`src/rtl/img_acc_pkg.sv`:
```
// Shared types and BMP header constants for the image accelerator frame arbiter.
package img_acc_pkg;

   typedef enum logic [1:0] {
      ARB_IDLE  = 2'd0,
      ARB_XFER  = 2'd1,
      ARB_DRAIN = 2'd2,
      ARB_DONE  = 2'd3
   } arb_state_e;

   // Byte offsets inside the little-endian BMP file header.
   localparam int unsigned FSIZE_OFS     = 2;
   localparam int unsigned DSTART_OFS    = 10;
   localparam int unsigned MIN_HDR_BYTES = 16;

   localparam int COLOR_SIZE = 8;

endpackage

```
`src/rtl/img_arb_out_reg.sv`:
```
// One-entry valid/ready output register carrying a frame word plus its header/last tags.
module img_arb_out_reg #(
   parameter int DATA_WIDTH = 32
) (
   input  logic                  clk,
   input  logic                  rst_n,
   input  logic                  push_i,
   input  logic [DATA_WIDTH-1:0] data_i,
   input  logic                  hdr_i,
   input  logic                  last_i,
   output logic                  ready_in_o,
   output logic                  valid_o,
   output logic [DATA_WIDTH-1:0] data_o,
   output logic                  hdr_o,
   output logic                  last_o,
   input  logic                  ready_i
);

   logic                  valid_q;
   logic [DATA_WIDTH-1:0] data_q;
   logic                  hdr_q;
   logic                  last_q;

   // Room exists when empty or when the held word leaves this cycle.
   assign ready_in_o = !valid_q || ready_i;

   always_ff @(posedge clk or negedge rst_n) begin
      if (!rst_n) begin
         valid_q <= 1'b0;
         data_q  <= '0;
         hdr_q   <= 1'b0;
         last_q  <= 1'b0;
      end else if (push_i) begin
         valid_q <= 1'b1;
         data_q  <= data_i;
         hdr_q   <= hdr_i;
         last_q  <= last_i;
      end else if (ready_i) begin
         valid_q <= 1'b0;
      end
   end

   assign valid_o = valid_q;
   assign data_o  = data_q;
   assign hdr_o   = hdr_q;
   assign last_o  = last_q;

endmodule

```
`src/rtl/img_frame_arbiter.sv`:
```
// Frame-granular round-robin arbiter feeding BMP words from two slaves to one pixel core.
// Define IMG_ARB_TIMEOUT_EN to abort a frame after TIMEOUT_CYCLES idle cycles from the granted slave.
module img_frame_arbiter
   import img_acc_pkg::*;
#(
   parameter int DATA_WIDTH     = 32,
   parameter int COLOR_W        = COLOR_SIZE,
   parameter int TIMEOUT_CYCLES = 256
) (
   input  logic                  clk,
   input  logic                  rst_n,
   input  logic [1:0]            slv0_mode,
   input  logic                  slv0_data_valid,
   input  logic [COLOR_W-1:0]    slv0_proc_val,
   input  logic [DATA_WIDTH-1:0] slv0_data,
   output logic                  slv0_ready,
   input  logic [1:0]            slv1_mode,
   input  logic                  slv1_data_valid,
   input  logic [COLOR_W-1:0]    slv1_proc_val,
   input  logic [DATA_WIDTH-1:0] slv1_data,
   output logic                  slv1_ready,
   output logic                  core_valid,
   input  logic                  core_ready,
   output logic [DATA_WIDTH-1:0] core_data,
   output logic [1:0]            core_mode,
   output logic [COLOR_W-1:0]    core_proc_val,
   output logic                  core_hdr,
   output logic                  core_last,
   output logic [1:0]            grant,
   output logic                  frame_done,
   output logic                  frame_err
);

   localparam logic [31:0] FS_LO_IDX = 32'((FSIZE_OFS / 4) * 4);
   localparam logic [31:0] FS_HI_IDX = 32'(((FSIZE_OFS + 2) / 4) * 4);
   localparam logic [31:0] DS_LO_IDX = 32'((DSTART_OFS / 4) * 4);
   localparam logic [31:0] DS_HI_IDX = 32'(((DSTART_OFS + 2) / 4) * 4);
   localparam int FS_LO_BIT = (FSIZE_OFS % 4) * 8;
   localparam int FS_HI_BIT = ((FSIZE_OFS + 2) % 4) * 8;
   localparam int DS_LO_BIT = (DSTART_OFS % 4) * 8;
   localparam int DS_HI_BIT = ((DSTART_OFS + 2) % 4) * 8;

   arb_state_e           state_q, state_d;
   logic [1:0]           grant_q, grant_d;
   logic                 rr_last_q, rr_last_d;
   logic [1:0]           mode_q, mode_d;
   logic [COLOR_W-1:0]   pval_q, pval_d;
   logic [31:0]          byte_idx_q, byte_idx_d;
   logic [31:0]          fsize_q, fsize_d;
   logic [31:0]          dstart_q, dstart_d;
   logic                 err_q, err_d;

   logic                  sel_valid;
   logic [DATA_WIDTH-1:0] sel_data;
   logic                  out_rdy;
   logic                  in_xfer;
   logic                  accept;
   logic                  hdr_w;
   logic                  last_w;
   logic                  to_hit;

   assign sel_valid = grant_q[0] ? slv0_data_valid : (grant_q[1] ? slv1_data_valid : 1'b0);
   assign sel_data  = grant_q[0] ? slv0_data : slv1_data;
   assign in_xfer   = (state_q == ARB_XFER);
   assign accept    = in_xfer && sel_valid && out_rdy;

   assign slv0_ready = in_xfer && grant_q[0] && out_rdy;
   assign slv1_ready = in_xfer && grant_q[1] && out_rdy;

   // A word straddling data_start still counts as header; runt files end at byte 12.
   assign hdr_w  = (byte_idx_q < MIN_HDR_BYTES) || (byte_idx_q < dstart_q);
   assign last_w = (byte_idx_q >= 32'd12) &&
                   (({1'b0, byte_idx_q} + 33'd4 >= {1'b0, fsize_q}) ||
                    ((fsize_q < MIN_HDR_BYTES) && (byte_idx_q == 32'd12)));

   always_comb begin
      state_d    = state_q;
      grant_d    = grant_q;
      rr_last_d  = rr_last_q;
      mode_d     = mode_q;
      pval_d     = pval_q;
      byte_idx_d = byte_idx_q;
      fsize_d    = fsize_q;
      dstart_d   = dstart_q;
      err_d      = err_q;
      unique case (state_q)
         ARB_IDLE: begin
            if (slv0_data_valid || slv1_data_valid) begin
               grant_d    = (slv0_data_valid && (!slv1_data_valid || rr_last_q)) ? 2'b01 : 2'b10;
               mode_d     = grant_d[0] ? slv0_mode : slv1_mode;
               pval_d     = grant_d[0] ? slv0_proc_val : slv1_proc_val;
               byte_idx_d = '0;
               fsize_d    = '0;
               dstart_d   = '0;
               err_d      = 1'b0;
               state_d    = ARB_XFER;
            end
         end
         ARB_XFER: begin
            if (accept) begin
               byte_idx_d = byte_idx_q + 32'd4;
               case (byte_idx_q)
                  FS_LO_IDX: fsize_d[15:0]  = sel_data[FS_LO_BIT +: 16];
                  FS_HI_IDX: begin
                     fsize_d[31:16] = sel_data[FS_HI_BIT +: 16];
                     if ({sel_data[FS_HI_BIT +: 16], fsize_q[15:0]} < MIN_HDR_BYTES) err_d = 1'b1;
                  end
                  DS_LO_IDX: dstart_d[15:0]  = sel_data[DS_LO_BIT +: 16];
                  DS_HI_IDX: dstart_d[31:16] = sel_data[DS_HI_BIT +: 16];
                  default: ;
               endcase
               if (last_w) state_d = ARB_DRAIN;
            end else if (to_hit) begin
               err_d   = 1'b1;
               state_d = ARB_DRAIN;
            end
         end
         ARB_DRAIN: begin
            if (!core_valid) state_d = ARB_DONE;
         end
         ARB_DONE: begin
            rr_last_d = grant_q[1];
            grant_d   = 2'b00;
            state_d   = ARB_IDLE;
         end
      endcase
   end

`ifdef IMG_ARB_TIMEOUT_EN
   localparam int TO_W = $clog2(TIMEOUT_CYCLES + 1);
   localparam logic [TO_W-1:0] TO_LAST = TO_W'(TIMEOUT_CYCLES - 1);

   logic [TO_W-1:0] to_cnt_q, to_cnt_d;

   always_comb begin
      to_cnt_d = to_cnt_q;
      to_hit   = 1'b0;
      if (!in_xfer || accept) begin
         to_cnt_d = '0;
      end else if (!sel_valid) begin
         to_hit   = (to_cnt_q == TO_LAST);
         to_cnt_d = to_cnt_q + TO_W'(1);
      end
   end

   always_ff @(posedge clk or negedge rst_n) begin
      if (!rst_n) to_cnt_q <= '0;
      else        to_cnt_q <= to_cnt_d;
   end
`else
   logic unused_timeout;
   assign to_hit         = 1'b0;
   assign unused_timeout = (TIMEOUT_CYCLES == 0);
`endif

   always_ff @(posedge clk or negedge rst_n) begin
      if (!rst_n) begin
         state_q    <= ARB_IDLE;
         grant_q    <= '0;
         rr_last_q  <= 1'b1;
         mode_q     <= '0;
         pval_q     <= '0;
         byte_idx_q <= '0;
         fsize_q    <= '0;
         dstart_q   <= '0;
         err_q      <= 1'b0;
      end else begin
         state_q    <= state_d;
         grant_q    <= grant_d;
         rr_last_q  <= rr_last_d;
         mode_q     <= mode_d;
         pval_q     <= pval_d;
         byte_idx_q <= byte_idx_d;
         fsize_q    <= fsize_d;
         dstart_q   <= dstart_d;
         err_q      <= err_d;
      end
   end

   img_arb_out_reg #(.DATA_WIDTH(DATA_WIDTH)) u_out_reg (
      .clk        (clk),
      .rst_n      (rst_n),
      .push_i     (accept),
      .data_i     (sel_data),
      .hdr_i      (hdr_w),
      .last_i     (last_w),
      .ready_in_o (out_rdy),
      .valid_o    (core_valid),
      .data_o     (core_data),
      .hdr_o      (core_hdr),
      .last_o     (core_last),
      .ready_i    (core_ready)
   );

   assign core_mode     = mode_q;
   assign core_proc_val = pval_q;
   assign grant         = grant_q;
   assign frame_done    = (state_q == ARB_DONE);
   assign frame_err     = err_q;

endmodule

```
`config.mk`:
```
export PLATFORM = sky130hd
export DESIGN_NAME = img_frame_arbiter
export DESIGN_NICKNAME = d
export VERILOG_FILES = /design/src/rtl/img_acc_pkg.sv /design/src/rtl/img_arb_out_reg.sv /design/src/rtl/img_frame_arbiter.sv
export SDC_FILE = /design/constraint.sdc
export NUM_CORES = 1
export LEC_CHECK = 0
export ABC_AREA = 1
export CAP_MARGIN = 20
export CORE_MARGIN = 2
export CORE_UTILIZATION = 51
export CTS_BUF_LIST = sky130_fd_sc_hd__clkbuf_8
export DETAILED_ROUTE_END_ITERATION = 6
export PLACE_DENSITY = 0.79
export SKIP_LAST_GASP = 1
export SLEW_MARGIN = 20
export SYNTH_ARGS = -nofsm -noshare
export SYNTH_HDL_FRONTEND = slang
export SYNTH_HIERARCHICAL = 1
export SYNTH_SLANG_ARGS = --single-unit
```
`constraint.sdc`:
```
create_clock -name clk -period 3.2 [get_ports clk]
set_clock_uncertainty 0.15 [all_clocks]
set_input_delay 0.96 -clock clk [delete_from_list [all_inputs] [get_ports clk]]
set_output_delay 0.96 -clock clk [all_outputs]
set_load 0.02 [all_outputs]
```
==> impl_metrics.json, run 1 <==
{
  "ys_top_cells_by_count": "nand2_1 (439), inv_1 (161), dfrtp_1 (144)",
  "routed_wl_um": 24400,
  "synthCells": 1194,
  "gp_congestion": 0.894,
  "cp_slowest_stage_delay_ps": 390,
  "n_antenna_cell": 0,
  "antenna_found_initial": 0,
  "crit_slowest_cell": "dfrtp_1",
  "rows": 48,
  "io_buffers": 139,
  "worstPathMaxFanout": 3,
  "fin_nets": 1569,
  "clk_pin_slew_ps": 80,
  "io_pins": 140,
  "start_util": 0.523,
  "firstDrtPassIters": 5,
  "report.final.slew_viol_count": 0,
  "place_inst": 1599,
  "final_core_util": 0.681,
  "total_leakage_power_nw": 5.93,
  "synth_area_leaders": "dfrtp_1 (40%), nand2_1 (18%), ha_1 (9.6%), inv_1 (6.7%), o21ai_2 (2.9%)",
  "dp_hpwl_um": 17800,
  "die_area_um2": 18800,
  "grt_pass1_vias": 8181,
  "placedInstanceArea_um2": 11100,
  "netlist_area_um2": 9040,
  "insertion_delay_ps": 460,
  "switching_share": 0.463,
  "grt_pass1_wl_um": 39400,
  "power_mw": 9.16,
  "grt_overflow": 0,
  "critPathKind": "flip-flop to flip-flop",
  "drive_gt1_frac": 0.166,
  "synth_top_area_cell": "dfrtp_1",
  "drtIter0Drc": 633,
  "setup_ws_ps": -195,
  "tightest_slew_ps": 585,
  "fin_crit_sh": 1.06,
  "cts_buffer_depth": 2,
  "final_area_um2": 11800,
  "post_synth.cell_area_avg_um2": 7.57,
  "p_comb_frac": 0.541,
  "worstPathRequired_ps": 3400,
  "period_minus_slack_ps": 3400,
  "cap_viol_max_count": 0,
  "ys.flop_type": "dfrtp_1",
  "violations": "setup timing",
  "slew_headroom": 0.610,
  "yosysWarnings": 6,
  "pwr-share-seq": 0.305,
  "core_um2": 17300,
  "synth_top_area_frac": 0.399,
  "start_kind": "flip-flop",
  "p_switching_mw": 4.24,
  "cp_top_family": "simple AND/OR/NAND/NOR gates",
  "synth_most_common_cell": "nand2_1",
  "cts_buffers": 17,
  "p_per_area_nw_per_um2": 777,
  "holdBufCountCts": 0,
  "async_flop_share": 1.00,
  "drt-vias-per-instance": 5.22,
  "yosysSeqAreaShare": 0.402,
  "cts_tree": "done",
  "fmax_mhz": 295,
  "clkPwrFrac": 0.155,
  "die_w_um": 137,
  "synth.distinct_cells": 39,
  "ys_ff_latch": 145,
  "drc_errors": 0,
  "hold_violations": 0,
  "syn_nets": 1352,
  "wire_per_inst_um": 14.8,
  "fp.dieH_um": 137,
  "cp.arrival_ps": 3600,
  "areaGrowthSynthToFinish_pct": 30.4,
  "tns_ps": -432,
  "end_kind": "flip-flop",
  "fillers": 1382,
  "cts_sinks": 145,
  "ant_nets": 0,
  "p_int_mw": 4.92,
  "track_usage": 0.266,
  "hold_path.class": "input port to asynchronous set/reset pin",
  "grt_max_degree": 53,
  "cts_root_buf": "clkbuf_8",
  "ir_drop_mv": 0.717,
  "setup_violations": 3,
  "crit_path_frequent_cell": "nand2_2",
  "h-tree-depth": 4,
  "synth-edff-count": 0,
  "vias": 8615,
  "rsz0062_at_grt": "yes",
  "path_buf_inv": 4,
  "outcome": "finished with violations",
  "fin_cells": 1649
}
-- power groups by stage --
stage	combinational [mW]	clock, mW	sequential (mW)
finish	4.95	1.42	2.79
detailed placement	4.71	0	2.81
global route	5.46	1.51	2.86
floorplan	3.02	0	3.07
CTS	4.82	1.44	2.78
global placement	4.61	0	2.79
-- final cells by class --
| type | count | area, um2 | area share |
|---|---|---|---|
| clock buffer | 17 | 234 | 0.0198 |
| clock inverter | 15 | 145 | 0.0123 |
| inverter | 166 | 638 | 0.0541 |
| multi-input combinational | 844 | 4710 | 0.399 |
| sequential | 145 | 3630 | 0.308 |
| tap | 225 | 282 | 0.0239 |
| timing repair buffer | 237 | 2150 | 0.182 |
-- per-stage QoR --
| step | setup slack, ps | hold slack [ps] |
|---|---|---|
| floorplan | 39.5 | 305 |
| global placement | -192 | 303 |
| detailed placement | -222 | 308 |
| CTS | -43.0 | 300 |
| global route | -389 | 316 |
| finish | -195 | 295 |
-- state kept, by name (all words and copies together), names as in the netlist --
| name | count |
|---|---|
| u_out_reg/hdr_o | 1 |
| dstart_q | 32 |
| rr_last_q | 1 |
| byte_idx_q | 30 |
| grant | 2 |
| fsize_q | 32 |
| core_mode | 2 |
| u_out_reg/data_o | 32 |
| u_out_reg/last_o | 1 |
| state_q | 2 |
| core_proc_val | 8 |
| frame_err | 1 |
| u_out_reg/valid_o | 1 |
-- placed cells by master, fill, tap and decap left out, types with 30 or more instances in the layout --
| cell | Yosys | routed |
|---|---|---|
| o21ai_2 | 30 | 30 |
| ha_1 | 69 | 65 |
| nand3_1 | 41 | 34 |
| o21ai_1 | 35 | 36 |
| nor2_1 | 52 | 47 |
| clkdlybuf4s50_1 | 0 | 136 |
| buf_4 | 2 | 94 |
| nand2_1 | 439 | 426 |
| inv_1 | 161 | 158 |
| dfrtp_1 | 144 | 143 |
-- metal layers --
| layer | vias up | global-route usage | routed length, um |
|---|---|---|---|
| met3 | 47 | 0.0474 | 1640 |
| met5 | - | 0 | 0 |
| met2 | 320 | 0.430 | 11700 |
| met4 | 0 | 0.0893 | 489 |
| met1 | 4007 | 0.360 | 10600 |
| li1 | 4241 | - | - |
-- worst reg2reg max path: cells and delay by family (launching register included) --
kind / cells / cell delay [ps]
AND/OR/NAND/NOR: 23 / 2170
flip-flops: 1 / 390
buffers and inverters: 4 / 460
adder cells (fa/ha/maj): 1 / 120
-- path summary, 6_finish.rpt --
check / cells past startpoint / endpoint / from / slack, ps
min in group clk: 2 / u_out_reg/data_o[0] / u_out_reg/data_o[0] / 320
max in group asynchronous: 2 / rr_last_q / rst_n / 1800
setup reg to reg: 28 / state_q[1] / byte_idx_q[2] / -200
hold / removal: 1 / dstart_q[12] / rst_n / 300
hold reg to reg: 2 / u_out_reg/data_o[0] / u_out_reg/data_o[0] / 320
setup / recovery: 28 / state_q[1] / byte_idx_q[2] / -200
-- logic make-up after synthesis --
kind of cell	Yosys count	synth area share
simple gates	596	0.273
compound gates	162	0.112
xor+xnor	17	0.0165
buf+inv	205	0.102
fa+ha+maj	69	0.0955
flops	145	0.402
-- what timing repair did --
action	4_1_cts	5_1_grt
resized for setup	11	50
setup buffers	11	7
cloned	0	0
pin swaps	7	43
endpoints found under the setup margin	4	5
Note: power is estimated with default switching activity, not from simulation.
==> run 2: changes to the inputs <==
- SKIP_CTS_REPAIR_TIMING: default -> 1
==> run 2 against run 1 <==
  * Die area unchanged
  * Hold slack about the same
  * Sequential share of layout area decreased by 0.17 points
  * The flow still finishes with violations (setup timing)
  * Cell area increased by 0.63%
  * Critical path depth decreased by 2
  * Register-to-register slack improved by 40 ps
  * Global-route usage decreased by 0.26 points
==> impl_metrics.json, run 2 (synthesis gave the netlist of run 1 again) <==
{
  "cts_root_buf": "clkbuf_8",
  "period_minus_slack_ps": 3350,
  "fin_nets": 1569,
  "p_per_area_nw_per_um2": 775,
  "die_w_um": 137,
  "hold_path.class": "input port to asynchronous set/reset pin",
  "fp.dieH_um": 137,
  "io_buffers": 139,
  "gp_congestion": 0.894,
  "hold_violations": 0,
  "start_kind": "flip-flop",
  "drc_errors": 0,
  "worstPathMaxFanout": 3,
  "drive_gt1_frac": 0.169,
  "power_mw": 9.19,
  "worstPathRequired_ps": 3410,
  "wire_per_inst_um": 15.1,
  "met2_usage": 0.426,
  "grt_pass1_wl_um": 39000,
  "clk_pin_slew_ps": 80,
  "place_ws_ps": -222,
  "routed_wl_um": 24800,
  "place_inst": 1599,
  "layout_common_cells": "nand2_1 (428), inv_1 (159), dfrtp_1 (141), clkdlybuf4s50_1 (136), buf_4 (90)",
  "cts_sinks": 145,
  "violations": "setup timing",
  "ir_drop_mv": 0.726,
  "cts_tree": "done",
  "grtUsageMet1": 0.358,
  "fin_crit_sh": 1.05,
  "regArea_um2": 3630,
  "rsz0062_at_grt": "yes",
  "end_kind": "flip-flop",
  "setup_ws_ps": -154,
  "dp_hpwl_um": 17800,
  "final_area_um2": 11900,
  "cap_viol_max_count": 0,
  "drtIter0Drc": 727,
  "total_leakage_power_nw": 5.99,
  "path_buf_inv": 3,
  "grt_pass1_vias": 8080,
  "critPathKind": "flip-flop to flip-flop",
  "firstDrtPassIters": 5,
  "grt_overflow": 0,
  "crit_path_frequent_cell": "nand2_2",
  "cp.arrival_ps": 3560,
  "ant_nets": 0,
  "drt-vias-per-instance": 5.28,
  "fmax_mhz": 298,
  "r2r-end": "state_q[0]",
  "rows": 48,
  "cp_top_family": "simple AND/OR/NAND/NOR gates",
  "final_common_cell": "nand2_1",
  "start_util": 0.523,
  "insertion_delay_ps": 460,
  "worst-r2r-cell-count": 26,
  "die_area_um2": 18800,
  "placedInstanceArea_um2": 11100,
  "h-tree-depth": 4,
  "tightest_slew_ps": 589,
  "met3_usage": 0.0470,
  "grt_max_degree": 53,
  "slew_headroom": 0.607,
  "cp_slowest_stage_delay_ps": 430,
  "core_um2": 17300,
  "fillers": 1358,
  "track_usage": 0.263,
  "fin_cells": 1649,
  "outcome": "finished with violations",
  "vias": 8701,
  "crit_slowest_cell": "dfrtp_2",
  "grt_busiest_layer": "met2",
  "io_pins": 140,
  "rrSetupSlack_ps": -150,
  "cts_buffer_depth": 2,
  "setup_violations": 3,
  "n_antenna_cell": 0,
  "cts_buffers": 17,
  "antenna_found_initial": 0,
  "worstReg2RegStart": "byte_idx_q[3]",
  "multi_input_area_um2": 4750,
  "report.final.slew_viol_count": 0,
  "areaGrowthSynthToFinish_pct": 31.2
}
## run 2: cell type report
cell class / count / share of cell area
Sequential cell: 145 / 0.306
Tap cell: 225 / 0.0237
Inverter: 166 / 0.0540
Clock inverter: 15 / 0.0122
Clock buffer: 17 / 0.0197
Timing Repair Buffer: 237 / 0.184
Multi-Input combinational cell: 844 / 0.400
## run 2: routing by layer
layer | share of wire | wire, um | vias up
li1 | - | - | 4231
met1 | 0.44 | 10900 | 4083
met2 | 0.47 | 11800 | 332
met3 | 0.064 | 1600 | 55
met4 | 0.024 | 587 | 0
met5 | 0 | 0 | -
## run 2: report_power, final
group	switching [mW]	total (mW)	internal, mW
logic	3.16	4.97	1.81
clock network	0.736	1.42	0.686
registers	0.366	2.79	2.43
## run 2: worst max path at each step
stage	from	end	slack [ps]	cells past startpoint
4_1_cts	core_ready	slv1_ready	-240	6
3_5_place_dp	core_ready	slv1_ready	-220	6
6_report	byte_idx_q[3]	state_q[0]	-150	26
5_1_grt	byte_idx_q[14]	state_q[0]	-390	24
2_1_floorplan	byte_idx_q[2]	state_q[0]	40	26
3_3_place_gp	core_ready	slv1_ready	-190	6
## run 2: per-stage QoR
| step | setup TNS, ps | hold WS (ps) | utilization |
|---|---|---|---|
| after global routing | -1000 | 316 | 0.686 |
| after CTS | -676 | 300 | 0.661 |
| after detailed placement | -536 | 308 | 0.639 |
| final | -361 | 295 | 0.686 |
| after global placement | -383 | 303 | 0.639 |
| after floorplan | 0 | 305 | - |
